$ cat src/rtl/id_ex_register.sv
// id_ex_register
// ID/EX pipeline register with bubble insertion and halt-drain control.
//
// Each rising edge either captures the decode-stage instruction into the
// EX-stage registers or inserts a bubble. A bubble clears ex_valid and the
// ten control bits. The datapath and register-index fields keep their old
// values, because nothing downstream uses them while ex_valid is low.
//
// A halting ECALL (id_is_ecall with halt_req) is captured like any other
// instruction. The block then enters DRAIN and inserts bubbles for three
// edges so that older instructions can leave the pipe. After that it sits
// in HALTED until reset.
//
// Ports:
//   clk, reset        clock and asynchronous active-high reset
//   id_*              decode-stage control bits, datapath values, reg indices
//   id_valid          decode slot holds a real instruction
//   halt_req          decoded ECALL requests a halt (x17 == 10)
//   stall             load-use hazard: insert a bubble into EX
//   flush             redirect: kill the ID-stage instruction
//   ex_*              registered EX-stage copies of the id_* inputs
//   draining          halt drain in progress
//   is_halted         pipeline drained after a halting ECALL
module id_ex_register (
  input  logic        clk,
  input  logic        reset,
  input  logic        id_mem_read,
  input  logic        id_mem_to_reg,
  input  logic        id_mem_write,
  input  logic        id_alu_src,
  input  logic        id_write_enable,
  input  logic        id_pc_to_reg,
  input  logic        id_is_jal,
  input  logic        id_is_jalr,
  input  logic        id_branch,
  input  logic        id_is_ecall,
  input  logic [31:0] id_pc,
  input  logic [31:0] id_rs1_data,
  input  logic [31:0] id_rs2_data,
  input  logic [31:0] id_imm,
  input  logic [4:0]  id_rs1,
  input  logic [4:0]  id_rs2,
  input  logic [4:0]  id_rd,
  input  logic [3:0]  id_alu_op,
  input  logic        id_valid,
  input  logic        halt_req,
  input  logic        stall,
  input  logic        flush,
  output logic        ex_mem_read,
  output logic        ex_mem_to_reg,
  output logic        ex_mem_write,
  output logic        ex_alu_src,
  output logic        ex_write_enable,
  output logic        ex_pc_to_reg,
  output logic        ex_is_jal,
  output logic        ex_is_jalr,
  output logic        ex_branch,
  output logic        ex_is_ecall,
  output logic [31:0] ex_pc,
  output logic [31:0] ex_rs1_data,
  output logic [31:0] ex_rs2_data,
  output logic [31:0] ex_imm,
  output logic [4:0]  ex_rs1,
  output logic [4:0]  ex_rs2,
  output logic [4:0]  ex_rd,
  output logic [3:0]  ex_alu_op,
  output logic        ex_valid,
  output logic        is_halted,
  output logic        draining
);

  typedef enum logic [1:0] {
    RUN    = 2'd0,
    DRAIN  = 2'd1,
    HALTED = 2'd2
  } state_t;

  state_t     state_reg;
  logic [1:0] drain_cnt_reg;
  logic       load_en;

  // draining and is_halted are registers, so this path starts only at
  // flops and inputs. No input reaches an output without a clock edge.
  // Because DRAIN and HALTED block load_en, stall and flush have no
  // effect in those states.
  assign load_en = id_valid & ~stall & ~flush & ~draining & ~is_halted;

  always_ff @(posedge clk or posedge reset) begin
    if (reset) begin
      ex_mem_read     <= 1'b0;
      ex_mem_to_reg   <= 1'b0;
      ex_mem_write    <= 1'b0;
      ex_alu_src      <= 1'b0;
      ex_write_enable <= 1'b0;
      ex_pc_to_reg    <= 1'b0;
      ex_is_jal       <= 1'b0;
      ex_is_jalr      <= 1'b0;
      ex_branch       <= 1'b0;
      ex_is_ecall     <= 1'b0;
      ex_pc           <= '0;
      ex_rs1_data     <= '0;
      ex_rs2_data     <= '0;
      ex_imm          <= '0;
      ex_rs1          <= '0;
      ex_rs2          <= '0;
      ex_rd           <= '0;
      ex_alu_op       <= '0;
      ex_valid        <= 1'b0;
      state_reg       <= RUN;
      drain_cnt_reg   <= 2'd0;
      draining        <= 1'b0;
      is_halted       <= 1'b0;
    end else begin
      if (load_en) begin
        ex_mem_read     <= id_mem_read;
        ex_mem_to_reg   <= id_mem_to_reg;
        ex_mem_write    <= id_mem_write;
        ex_alu_src      <= id_alu_src;
        ex_write_enable <= id_write_enable;
        ex_pc_to_reg    <= id_pc_to_reg;
        ex_is_jal       <= id_is_jal;
        ex_is_jalr      <= id_is_jalr;
        ex_branch       <= id_branch;
        ex_is_ecall     <= id_is_ecall;
        ex_pc           <= id_pc;
        ex_rs1_data     <= id_rs1_data;
        ex_rs2_data     <= id_rs2_data;
        ex_imm          <= id_imm;
        ex_rs1          <= id_rs1;
        ex_rs2          <= id_rs2;
        ex_rd           <= id_rd;
        ex_alu_op       <= id_alu_op;
        ex_valid        <= 1'b1;
      end else begin
        // Bubble: kill all side effects but leave the datapath fields alone.
        ex_mem_read     <= 1'b0;
        ex_mem_to_reg   <= 1'b0;
        ex_mem_write    <= 1'b0;
        ex_alu_src      <= 1'b0;
        ex_write_enable <= 1'b0;
        ex_pc_to_reg    <= 1'b0;
        ex_is_jal       <= 1'b0;
        ex_is_jalr      <= 1'b0;
        ex_branch       <= 1'b0;
        ex_is_ecall     <= 1'b0;
        ex_valid        <= 1'b0;
      end

      case (state_reg)
        RUN: begin
          if (load_en && id_is_ecall && halt_req) begin
            state_reg     <= DRAIN;
            drain_cnt_reg <= 2'd0;
            draining      <= 1'b1;
          end
        end
        DRAIN: begin
          // The counter reads 0, 1, 2 on the three edges after the ECALL
          // is captured. The edge that sees 2 enters HALTED.
          drain_cnt_reg <= drain_cnt_reg + 2'd1;
          if (drain_cnt_reg == 2'd2) begin
            state_reg <= HALTED;
            draining  <= 1'b0;
            is_halted <= 1'b1;
          end
        end
        HALTED: begin
          state_reg <= HALTED;
        end
        default: begin
          state_reg <= RUN;
          draining  <= 1'b0;
          is_halted <= 1'b0;
        end
      endcase
    end
  end

endmodule
$ cat config.mk
export PLATFORM = sky130hd
export DESIGN_NAME = id_ex_register
export DESIGN_NICKNAME = d
export VERILOG_FILES = /design/src/rtl/id_ex_register.sv
export SDC_FILE = /design/constraint.sdc
export NUM_CORES = 1
export LEC_CHECK = 0
export ABC_AREA = 1
export BUFFER_PORTS_ARGS = -buffer_cell sky130_fd_sc_hd__clkbuf_2
export CAP_MARGIN = 20
export CELL_PAD_IN_SITES_DETAIL_PLACEMENT = 1
export CELL_PAD_IN_SITES_GLOBAL_PLACEMENT = 1
export CORE_UTILIZATION = 32
export DETAILED_ROUTE_END_ITERATION = 10
export GPL_TIMING_DRIVEN = 0
export PLACE_DENSITY = 0.86
export SYNTH_ARGS = -nofsm -noshare
export SYNTH_HDL_FRONTEND = slang
export SYNTH_SLANG_ARGS = --single-unit
$ cat constraint.sdc
create_clock -name clk -period 6.6 [get_ports clk]
set_input_delay 1.32 -clock clk [delete_from_list [all_inputs] [get_ports clk]]
set_output_delay 1.32 -clock clk [all_outputs]
set_load 0.01 [all_outputs]
==> key figures, run 1 <==
Run status
  – Status: finished, final reports clean

Pwr
  – Pint: 2.75 mW
  – Reported net switching power: around 1.5 mW
  – Clk network pwr share: 0.257
  – P_leak: 5.33 nW
  – Reg power frac: 0.407
  – Peak supply drop: 184 µV
  – Total Power: 4.29 mW
  – Logic pwr share: 0.336
  – Sw frac: 0.359
  – Pwr/cell area: a little under 500 nW/µm²

Worst setup path
  – Worst Setup End Kind: output port
  – Crit path arrival time: 0.97 ns
  – CP max FO: 2
  – Crit path required time: 5.28 ns
  – CP Class: reg2out
  – Crit-path cells: clkbuf_2
  – Slowest cell on crit path: dfrtp_1
  – Worst R2R Start: state_reg[1]
  – CP Depth: 1
  – FF-to-FF End: state_reg[0]
  – Cells on worst reg2reg path: 7
  – Slowest stage delay, CP: approximately 0.4 ns
  – Setup crit start: ex_pc[29]
  – Delay-heaviest family, CP: flip-flops
  – Critical path destination: ex_pc[29]
  – Register-to-register setup slack: approximately 5.1 ns
  – CP bufs+invs: 1
  – Crit path launch type: flop

Drt
  – Via density: approximately 4.4
  – Highest routed layer: met4
  – Routed met1 length: 7870 µm
  – Vias: a little under 6000
  – Post-route ant nets: 0
  – TritonRoute pass-1 iters: 4
  – WL met2: 10500 µm
  – Met3 WL: 1540 µm
  – WL/cell: 15.5 µm
  – Final WL: about 20000 µm
  – Residual DRC: 0
  – Initial DRC count: 198

GRT
  – Tot GR Track Use: 0.204
  – Initial antenna violation count: 0
  – Pin count of the biggest net entering global routing: 86
  – First-pass GRT wire length: roughly 32000 µm
  – Remaining Overflow, GRT: 0
  – Vias in the first global route: 6338

CTS
  – Clk root buf: clkbuf_16
  – Total CTS buffers: 17
  – Clk sinks: between 150 and 200
  – Clock input transition at the sequential cells of the worst setup and hold paths: 0.07 ns
  – Clock Path Buffers: 2
  – CTS tree: yes
  – Hold_buf cts: 0
  – H-tree Lvls: 4
  – Clock latency at the later pin of the worst-skew pair: 0.41 ns
  – Post-cts resize count: 0
  – Post CTS Setup Buffer Count: 0

Synthesis
  – Yosys warning count: 0
  – Multiplexer share of the synthesized area: 0
  – Ranking of synthesized cells by area: dfrtp_1, nand2_1, buf_6
  – Mapped Avg Cell Area: 9.01 µm²
  – Largest area contributor in the netlist: dfrtp_1
  – Gate Count Post-Synth: between 600 and 700
  – Largest family of logic cells by synthesized area: simple AND/OR/NAND/NOR gates
  – Syn_nets: 866
  – Seq cells post-synth: approximately 160
  – Post-synthesis sequential area ratio: 0.652
  – Compound-Gate Fraction of Synth Area: 0.00159
  – Library cells used by synthesis: 17
  – Synth Area in Simple Gates: 0.288
  – Synth top area share: 0.652
  – Mapped Area: 6290 µm²
  – Xor/xnor share of the synthesized area: 0
  – Adder-Cell Fraction of Synth Area: 0.00795

Floorplanning
  – Row count: 50
  – Die area: roughly 20000 µm²
  – Top Ports: between 300 and 400
  – Die height: roughly 140 µm
  – Chip width: approximately 140 µm
  – Core Area: 19000 µm²
  – Initial core utilization: 0.331

Hold path
  – Hold Crit Class: reg2reg

Place
  – Placement Cell Area: ~8300 µm²
  – IO buf count: 322
  – Post-detail-place hpwl: 15400 µm
  – Gpl congestion: between 0.7 and 0.8
  – Pre-CTS setup slack: 4.00 ns

STA
  – Hold Vio Cnt, Final: 0
  – Relative slew slack: 0.591
  – Setup ws final: 4.31 ns
  – Final setup skew: 0.0102 ns
  – Min Tclk post-route: 2.29 ns
  – Fmax: 436 MHz
  – Ratio of final minimum period to clock period: 0.347
  – Least-Margin Pin Slew: between 0.6 and 0.7 ns
  – RSZ-0062 raised after global routing: false
  – Pins Over Slew Limit: 0
  – Final setup violation count: 0

Layout
  – Post-route cell area: 8910 µm²
  – Commonest non-fill, non-tap cell in the layout: nand2_1
  – Share of cells above drive strength 1: 0.369
  – N_diodes: 0
  – Commonest non-fill, non-tap cells in the layout: nand2_1, clkbuf_2, dfrtp_1
  – Final nets: 1208
  – Synthesis-to-layout area growth: 41.6%
  – Fill count: 2404

Job
  – Max-Cap Viols: 0
## kinds of logic (layout without fill, tap and decap cells)
| group | after synthesis | in the layout |
|---|---|---|
| AOI/OAI and AO/OA | 2 | 2 |
| adders and majority gates | 4 | 4 |
| buffers and inverters | 52 | 406 |
| DFF | 164 | 164 |
| and+or+nand+nor | 477 | 477 |
## metal layers
metal  vias up  track usage
met1      2814        0.225
met2       214        0.373
met4         0       0.0690
met5         -            0
li1       2770            -
met3        24       0.0585
## cell usage after synthesis (all sizes together)
cell type / n
ha: 4
or2: 1
dfrtp: 164
nand3: 7
clkbuf: 1
nand3b: 1
nand2: 454
buf: 32
inv: 19
o21ai: 2
nor2: 12
nand4: 2
## final cells by class
cell class / instances / area (µm²) / share of cell area
Clock buffer: 20 / 447 / 0.0501
Multi-Input combinational cell: 483 / 1880 / 0.210
Tap cell: 260 / 325 / 0.0365
Timing Repair Buffer: 323 / 1640 / 0.184
Clock inverter: 11 / 198 / 0.0222
Inverter: 19 / 78.8 / 0.00885
Buffer: 33 / 244 / 0.0274
Sequential cell: 164 / 4100 / 0.461
## worst min-delay path by stage
stage	depth (start not counted)	start	endpoint
CTS	2	ex_pc[1]	ex_pc[1]
global route	2	ex_imm[11]	ex_imm[11]
detailed placement	2	ex_pc[1]	ex_pc[1]
global placement	2	ex_pc[0]	ex_pc[0]
floorplan	2	state_reg[1]	state_reg[1]
finish	2	ex_pc[0]	ex_pc[0]
## power groups by stage
stage / sequential (mW) / combinational, mW / clock, mW
detailed placement: 1.76 / 1.47 / 0
global route: 1.80 / 1.61 / 1.17
global placement: 1.73 / 1.39 / 0
CTS: 1.75 / 1.48 / 1.14
floorplan: 1.95 / 0.513 / 0
finish: 1.75 / 1.44 / 1.10
## metrics by stage
stage                util  hold slack, ns  TNS [ns]  std cells
floorplan               -           0.467         0        699
global placement    0.433           0.460   -190.54       1281
detailed placement  0.435           0.464         0       1282
CTS                 0.469           0.482         0       1313
global route        0.469           0.500         0       1313
finish              0.469           0.476         0       1313
(Power assumes the default switching activity.)
==> inputs of run 2 (changes only) <==
--- a/config.mk
+++ b/config.mk
@@ -10,10 +10,10 @@
 export CAP_MARGIN = 20
 export CELL_PAD_IN_SITES_DETAIL_PLACEMENT = 1
 export CELL_PAD_IN_SITES_GLOBAL_PLACEMENT = 1
-export CORE_UTILIZATION = 32
+export CORE_UTILIZATION = 29
 export DETAILED_ROUTE_END_ITERATION = 10
 export GPL_TIMING_DRIVEN = 0
-export PLACE_DENSITY = 0.86
+export PLACE_DENSITY = 0.83
 export SYNTH_ARGS = -nofsm -noshare
 export SYNTH_HDL_FRONTEND = slang
 export SYNTH_SLANG_ARGS = --single-unit
==> constraint.sdc (replaced) <==
create_clock -name clk -period 1.88 [get_ports clk]
set_input_delay 0.376 -clock clk [delete_from_list [all_inputs] [get_ports clk]]
set_output_delay 0.376 -clock clk [all_outputs]
set_load 0.01 [all_outputs]
==> run 2 against run 1 <==
Effect of this change: combinational power increased to 3.5 times the previous value; sequential cell count is the same; clock power increased to 3.2 times the previous value; cell area increased by 0.29%.
==> key figures, run 2 (synthesis gave the netlist of run 1 again) <==
Run status
  – Status: finished, final reports clean

STA
  – Final setup violation count: 0 (unchanged)
  – Post-route setup TNS: 0 ns (unchanged)
  – Hold Vio Cnt, Final: 0 (unchanged)
  – Setup ws final: 0.404 ns (-3.90 ns)
  – Least-Margin Pin Slew: 0.504 ns (-0.109 ns)
  – Hold Slack: 0.141 ns (-0.335 ns)
  – Ratio of final minimum period to clock period: 0.785
  – Pins Over Slew Limit: 0 (unchanged)
  – Fmax: 678 MHz
  – RSZ-0062 raised after global routing: false
  – Relative slew slack: 0.663 (+0.0720)
  – Final setup skew: 0.0164 ns (+0.00618 ns)
  – Min Tclk post-route: 1.48 ns

Drt
  – Via density: 4.31 (-2.8%)
  – WL/cell: 15.1 µm (-2.7%)
  – Residual DRC: 0 (unchanged)
  – Initial DRC count: 163 (-18%)
  – Vias: 5743 (-1.4%)
  – Met3 WL: 1530 µm (-0.32%)
  – TritonRoute pass-1 iters: 4 (unchanged)
  – Routed met1 length: 8100 µm (+2.9%)
  – Highest routed layer: met4
  – WL met2: 10200 µm (-3.6%)
  – Post-route ant nets: 0 (unchanged)
  – Final WL: 20100 µm (-1.3%)

Floorplanning
  – Chip width: 149 µm (+5.0%)
  – Die height: 149 µm (+5.0%)
  – Initial core utilization: 0.298 (-0.0334)
  – Top Ports: 323 (unchanged)
  – Core Area: 21200 µm² (+11%)
  – Row count: 53 (+6.0%)
  – Die area: 22300 µm² (+10%)

Place
  – Post-detail-place hpwl: 15500 µm (+1.1%)
  – Placement Cell Area: 8330 µm² (+0.82%)
  – Pre-CTS setup slack: 0.204 ns (-3.79 ns)
  – IO buf count: 322 (unchanged)
  – Gpl congestion: 0.784 (+2.6%)

Job
  – Max-Cap Viols: 0 (unchanged)

Layout
  – N_diodes: 0 (unchanged)
  – Commonest non-fill, non-tap cells in the layout: nand2_1, clkbuf_2, dfrtp_1
  – Final nets: 1212 (+0.33%)
  – Commonest non-fill, non-tap cell in the layout: nand2_1
  – Fill count: 2586 (+7.6%)
  – Post-route cell area: 8940 µm² (+0.29%)
  – Synthesis-to-layout area growth: 42.0%
  – Share of cells above drive strength 1: 0.371 (+0.00203)

GRT
  – Tot GR Track Use: 0.183 (-0.0211)
  – First-pass GRT wire length: 31600 µm (-0.78%)
  – Remaining Overflow, GRT: 0 (unchanged)
  – Initial antenna violation count: 0 (unchanged)
  – Vias in the first global route: 6235 (-1.6%)
  – Pin count of the biggest net entering global routing: 42 (-51%)

CTS
  – Post CTS Setup Buffer Count: 0 (unchanged)
  – CTS tree: yes
  – Total CTS buffers: 17 (unchanged)
  – Clock input transition at the sequential cells of the worst setup and hold paths: 0.07 ns (about the same)
  – Clk sinks: 164 (unchanged)
  – H-tree Lvls: 4 (unchanged)
  – Clock latency at the later pin of the worst-skew pair: 0.42 ns (about the same)
  – Clk root buf: clkbuf_16
  – Clock Path Buffers: 2 (unchanged)

Worst setup path
  – CP Class: reg2reg
  – Register-to-register setup slack: 0.40 ns (-4.74 ns)
  – CP max FO: 10 (+8)
  – Crit path launch type: flop
  – Crit path required time: 2.17 ns (-3.11 ns)
  – Crit path arrival time: 1.77 ns (+0.80 ns)
  – Worst Setup End Kind: flop

Pwr
  – Peak supply drop: 547 µV (+200%)
  – Pwr/cell area: 1640 nW/µm² (+240%)
  – P_leak: 5.32 nW (-0.28%)

Hold path
  – Hold Crit Class: in2reg
-- run 2: cell count changes in the layout (fill, tap and decap cells not counted) --
cell	before	now
inv_8	1	2
inv_6	3	2
bufinv_16	5	2
dlygate4sd3_1	0	1
clkinv_2	1	0
clkinvlp_4	1	6
buf_12	0	4
buf_16	1	0
-- run 2: power breakdown --
group | internal [mW] | switching (mW)
sequential | 5.18 | 0.948
clock | 2.02 | 1.52
combinational | 2.08 | 2.94
-- run 2: worst paths after layout --
check	depth (start not counted)	endpoint	from
setup / recovery	6	ex_rs2_data[13]	is_halted
hold / removal	3	ex_is_jalr	id_is_jalr
setup reg to reg	6	ex_rs2_data[13]	is_halted
hold reg to reg	2	ex_rs2_data[4]	ex_rs2_data[4]
max in group asynchronous	5	ex_rs1_data[28]	reset
min in group asynchronous	3	ex_pc[20]	reset
-- run 2: area by class of cell --
| type | count | area (µm²) | area share |
|---|---|---|---|
| Sequential cell | 164 | 4100 | 0.459 |
| Inverter | 19 | 75.1 | 0.00840 |
| Clock buffer | 20 | 447 | 0.0500 |
| Clock inverter | 12 | 146 | 0.0164 |
| Timing Repair Buffer | 327 | 1700 | 0.190 |
| Multi-Input combinational cell | 483 | 1880 | 0.210 |
| Buffer | 33 | 244 | 0.0273 |
| Tap cell | 275 | 344 | 0.0385 |
-- run 2: per-layer routing --
layer | up-vias | track usage
met5 | - | 0
met4 | 0 | 0.0541
met3 | 17 | 0.0557
met2 | 221 | 0.326
met1 | 2727 | 0.209
li1 | 2778 | -
-- run 2: worst max-delay path, stage by stage (launching register included) --
cell	delay, ns
dfrtp_1	0.40
nor2_1	0.18
nand2_2	0.15
buf_2	0.24
buf_2	0.22
nand2_1	0.08
nand2_1	0.07
-- run 2: metrics by stage --
step | utilization | std cells | power (mW)
floorplan | - | 699 | 8.65
global placement | 0.390 | 1296 | 11.0
detailed placement | 0.394 | 1300 | 11.3
CTS | 0.422 | 1333 | 14.9
global route | 0.422 | 1333 | 15.8
finish | 0.422 | 1333 | 14.7
-- run 2: what timing repair did --
action                    4_1_cts  5_1_grt
resized for setup               0        0
hold buffers                    1        0
hold endpoints to repair       17        0
==> inputs of run 3 (changes only) <==
--- a/config.mk
+++ b/config.mk
@@ -5,7 +5,7 @@
 export SDC_FILE = /design/constraint.sdc
 export NUM_CORES = 1
 export LEC_CHECK = 0
-export ABC_AREA = 1
+export ABC_AREA = 0
 export BUFFER_PORTS_ARGS = -buffer_cell sky130_fd_sc_hd__clkbuf_2
 export CAP_MARGIN = 20
 export CELL_PAD_IN_SITES_DETAIL_PLACEMENT = 1
==> constraint.sdc (replaced) <==
create_clock -name clk -period 1.2 [get_ports clk]
set_input_delay 0.24 -clock clk [delete_from_list [all_inputs] [get_ports clk]]
set_output_delay 0.24 -clock clk [all_outputs]
set_load 0.01 [all_outputs]
==> run 3 against run 2 <==
Effect of this change: the flow now finishes with violations (setup timing); utilization rose by 14 points; global-route usage increased by 2.3 points; wire length up 43%; die area decreased by 1.7%; largest cell class unchanged.
==> key figures, run 3 <==
Run status
  – Status: complete, but fails checks
  – Failing checks: setup timing

Synthesis
  – Library cells used by synthesis: 23 (+6)
  – Largest family of logic cells by synthesized area: simple AND/OR/NAND/NOR gates
  – Post-synthesis sequential area ratio: 0.663 (+0.0115)
  – Post-synth EDFFs: 0 (unchanged)
  – Dominant cell by count in the synthesized netlist: nand2_1
  – Synth Area in Simple Gates: 0.288 (-0.000386)
  – Mapped Area: 6190 µm² (-1.7%)
  – Synth cell count leaders: nand2_1, dfrtp_1, buf_2, clkbuf_1, and3_1
  – Yosys warning count: 0 (unchanged)
  – Syn_nets: 847 (-2.2%)
  – Multiplexer share of the synthesized area: 0.00344 (+0.00344)
  – Mapped Avg Cell Area: 9.10 µm² (+1.0%)
  – Seq cells post-synth: 164 (unchanged)
  – Synth top area share: 0.663 (+0.0115)
  – Compound-Gate Fraction of Synth Area: 0.00769 (+0.00610)
  – Xor/xnor share of the synthesized area: 0 (unchanged)
  – Most used DFF post-synth: dfrtp_1
  – Post-synthesis async set-or-reset flop share: 1.00 (unchanged)
  – Ranking of synthesized cells by area: dfrtp_1, nand2_1, buf_2
  – Gate Count Post-Synth: 680 (-2.7%)
  – Largest area contributor in the netlist: dfrtp_1
  – Adder-Cell Fraction of Synth Area: 0.00809 (+0.000140)

Worst setup path
  – CP bufs+invs: 2 (unchanged)
  – Critical path destination: ex_rs2_data[0]
  – Register-to-register setup slack: -0.16 ns (-0.56 ns)
  – Crit path arrival time: 1.66 ns (-0.11 ns)
  – Crit-path cells: nor2_4, nand2_4, buf_12, buf_4, nand2_1, nand2_1
  – Worst R2R Start: is_halted
  – CP dominant cell by count: nand2_1
  – Crit path launch type: flop
  – Delay-heaviest family, CP: simple AND/OR/NAND/NOR gates
  – Cells on worst reg2reg path: 6 (unchanged)
  – Crit path required time: 1.50 ns (-0.67 ns)
  – FF-to-FF End: ex_rs2_data[0]
  – CP max FO: 10 (unchanged)
  – Worst Setup End Kind: flop
  – Setup crit start: is_halted
  – CP Depth: 6 (unchanged)
  – Slowest stage delay, CP: 0.41 ns (about the same)
  – Slowest cell on crit path: dfrtp_1
  – CP Class: reg2reg

CTS
  – H-tree Lvls: 4 (unchanged)
  – Clock Path Buffers: 2 (unchanged)
  – Total CTS buffers: 17 (unchanged)
  – CTS tree: yes
  – Clk sinks: 164 (unchanged)
  – Clk root buf: clkbuf_16
  – Clock input transition at the sequential cells of the worst setup and hold paths: 0.07 ns (about the same)
  – Clock latency at the later pin of the worst-skew pair: 0.42 ns (about the same)

STA
  – RSZ-0062 raised after global routing: true
  – Min Tclk post-route: 1.36 ns (-0.116 ns)
  – Fmax: 736 MHz (+8.6%)
  – Least-Margin Pin Slew: 0.846 ns (+0.342 ns)
  – Hold Vio Cnt, Final: 0 (unchanged)
  – Final setup violation count: 167 (+167)
  – Relative slew slack: 0.436 (-0.227)
  – Ratio of final minimum period to clock period: 1.13 (+0.348)
  – Final setup skew: 0.0132 ns (-0.00320 ns)
  – Setup ws final: -0.159 ns (-0.564 ns)
  – Pins Over Slew Limit: 0 (unchanged)

GRT
  – Tot GR Track Use: 0.206 (+0.0232)
  – Vias in the first global route: 6664 (+6.9%)
  – Remaining Overflow, GRT: 0 (unchanged)
  – First-pass GRT wire length: 34700 µm (+9.7%)
  – Pin count of the biggest net entering global routing: 42 (unchanged)
  – Initial antenna violation count: 0 (unchanged)

Job
  – Max-Cap Viols: 0 (unchanged)

Drt
  – Residual DRC: 0 (unchanged)
  – WL/cell: 19.5 µm (+30%)
  – Via density: 4.57 (+6.0%)
  – TritonRoute pass-1 iters: 4 (unchanged)
  – Initial DRC count: 121 (-26%)
  – Final WL: 28700 µm (+43%)
  – Vias: 6708 (+17%)
  – Post-route ant nets: 0 (unchanged)

Layout
  – Footprint of the multi-input gates: 2580 µm² (+38%)
  – Finished Core Util: 0.560 (+0.137)
  – Synthesis-to-layout area growth: 89.6%
  – Fill count: 2335 (-9.7%)
  – Commonest non-fill, non-tap cells in the layout: clkbuf_2, nand2_1, dfrtp_1
  – Final nets: 1349 (+11%)
  – N_diodes: 0 (unchanged)
  – Share of cells above drive strength 1: 0.566 (+0.195)
  – Commonest non-fill, non-tap cell in the layout: clkbuf_2
  – FF+latch area: 4100 µm² (unchanged)

Place
  – Gpl congestion: 0.780 (-0.50%)
  – IO buf count: 322 (unchanged)
  – Post-detail-place hpwl: 15700 µm (+0.78%)
  – Pre-CTS setup slack: -0.459 ns (-0.663 ns)

Floorplanning
  – Chip width: 148 µm (-0.86%)
  – Initial core utilization: 0.295 (-0.00237)
  – Die height: 148 µm (-0.86%)
  – Row count: 53 (unchanged)
  – Top Ports: 323 (unchanged)
  – Die area: 21900 µm² (-1.7%)
  – Core Area: 21000 µm² (-0.94%)

Hold path
  – Critical hold path startpoint: id_rs1_data[2]
  – Hold Crit Class: in2reg

Pwr
  – Pwr/cell area: 2070 nW/µm² (+26%)
  – Total Power: 24.3 mW (+65%)
  – Peak supply drop: 883 µV (+61%)
  – P_leak: 6.67 nW (+26%)
## run 3: cell count changes in the layout (fill, tap and decap cells not counted), moves of 12 or more
cell / before / now
buf_4: 2 / 87
buf_8: 0 / 16
buf_6: 12 / 40
inv_1: 17 / 2
buf_12: 4 / 16
buf_2: 18 / 1
nand2_2: 1 / 124
nand2_1: 453 / 278
clkbuf_16: 17 / 34
dlygate4sd3_1: 1 / 48
clkbuf_2: 322 / 287
nand2_4: 0 / 40
## run 3: worst reg2reg max path, delay by kind of cell (launching register included)
family	cells	cell delay (ns)
simple gates	4	0.45
flops	1	0.41
buf+inv	2	0.38
## run 3: layout make-up
| class | instances | area share |
|---|---|---|
| flip-flops and latches | 164 | 0.350 |
| repair buffers | 483 | 0.305 |
| multi-input cells | 476 | 0.220 |
| plain buffers | 34 | 0.0419 |
| clock buffers | 19 | 0.0378 |
| well taps | 275 | 0.0293 |
| clock inverters | 12 | 0.0124 |
| inverters | 6 | 0.00331 |
## run 3: report_power, final
part	switching, mW	internal (mW)	total [mW]
registers	1.32	7.47	8.80
clock network	2.52	3.16	5.69
logic	4.91	4.93	9.83
## run 3: how the worst min path moves through the flow
stage,to,cells after the start
floorplan,ex_alu_op[0],2
global placement,ex_rs1_data[14],3
detailed placement,ex_rd[3],2
CTS,ex_imm[23],3
global route,ex_rs2_data[10],3
finish,ex_rs1_data[2],3
## run 3: logic make-up after synthesis
| logic type | count (synthesis) |
|---|---|
| adder cells (fa/ha/maj) | 4 |
| buffers and inverters | 40 |
| AO/OA/AOI/OAI | 7 |
| AND/OR/NAND/NOR | 463 |
| flip-flops | 164 |
| multiplexers | 2 |
## run 3: metal layers
| layer | vias up | part of all wire | track usage |
|---|---|---|---|
| li1 | 3064 | - | - |
| met3 | 57 | 0.049 | 0.0546 |
| met1 | 3351 | 0.37 | 0.227 |
| met2 | 236 | 0.55 | 0.378 |
| met5 | - | 0 | 0 |
| met4 | 0 | 0.030 | 0.0753 |
## run 3: repair_timing
| item | 4_1_cts | 5_1_grt |
|---|---|---|
| endpoints found under the setup margin | 221 | 321 |
| pin swaps | 6 | 110 |
| buffers inserted | 30 | 59 |
| cloned | 1 | 18 |
| endpoints found under the hold margin | 62 | 3 |
| hold buffers | 46 | 3 |
| gates resized for setup | 41 | 351 |
## run 3: per-stage QoR
step / cells / setup TNS [ns] / cell area (µm²) / hold WS (ns)
after CTS: 1389 / -23.74 / 9760 / 0.0000000833
final: 1469 / -14.89 / 11700 / 0.0202
after global routing: 1469 / -28.34 / 11700 / 0.00265
after detailed placement: 1281 / -44.54 / 8300 / 0.289
after global placement: 1277 / -419.69 / 8220 / 0.431
after floorplan: 680 / -184.90 / 6260 / 0.345
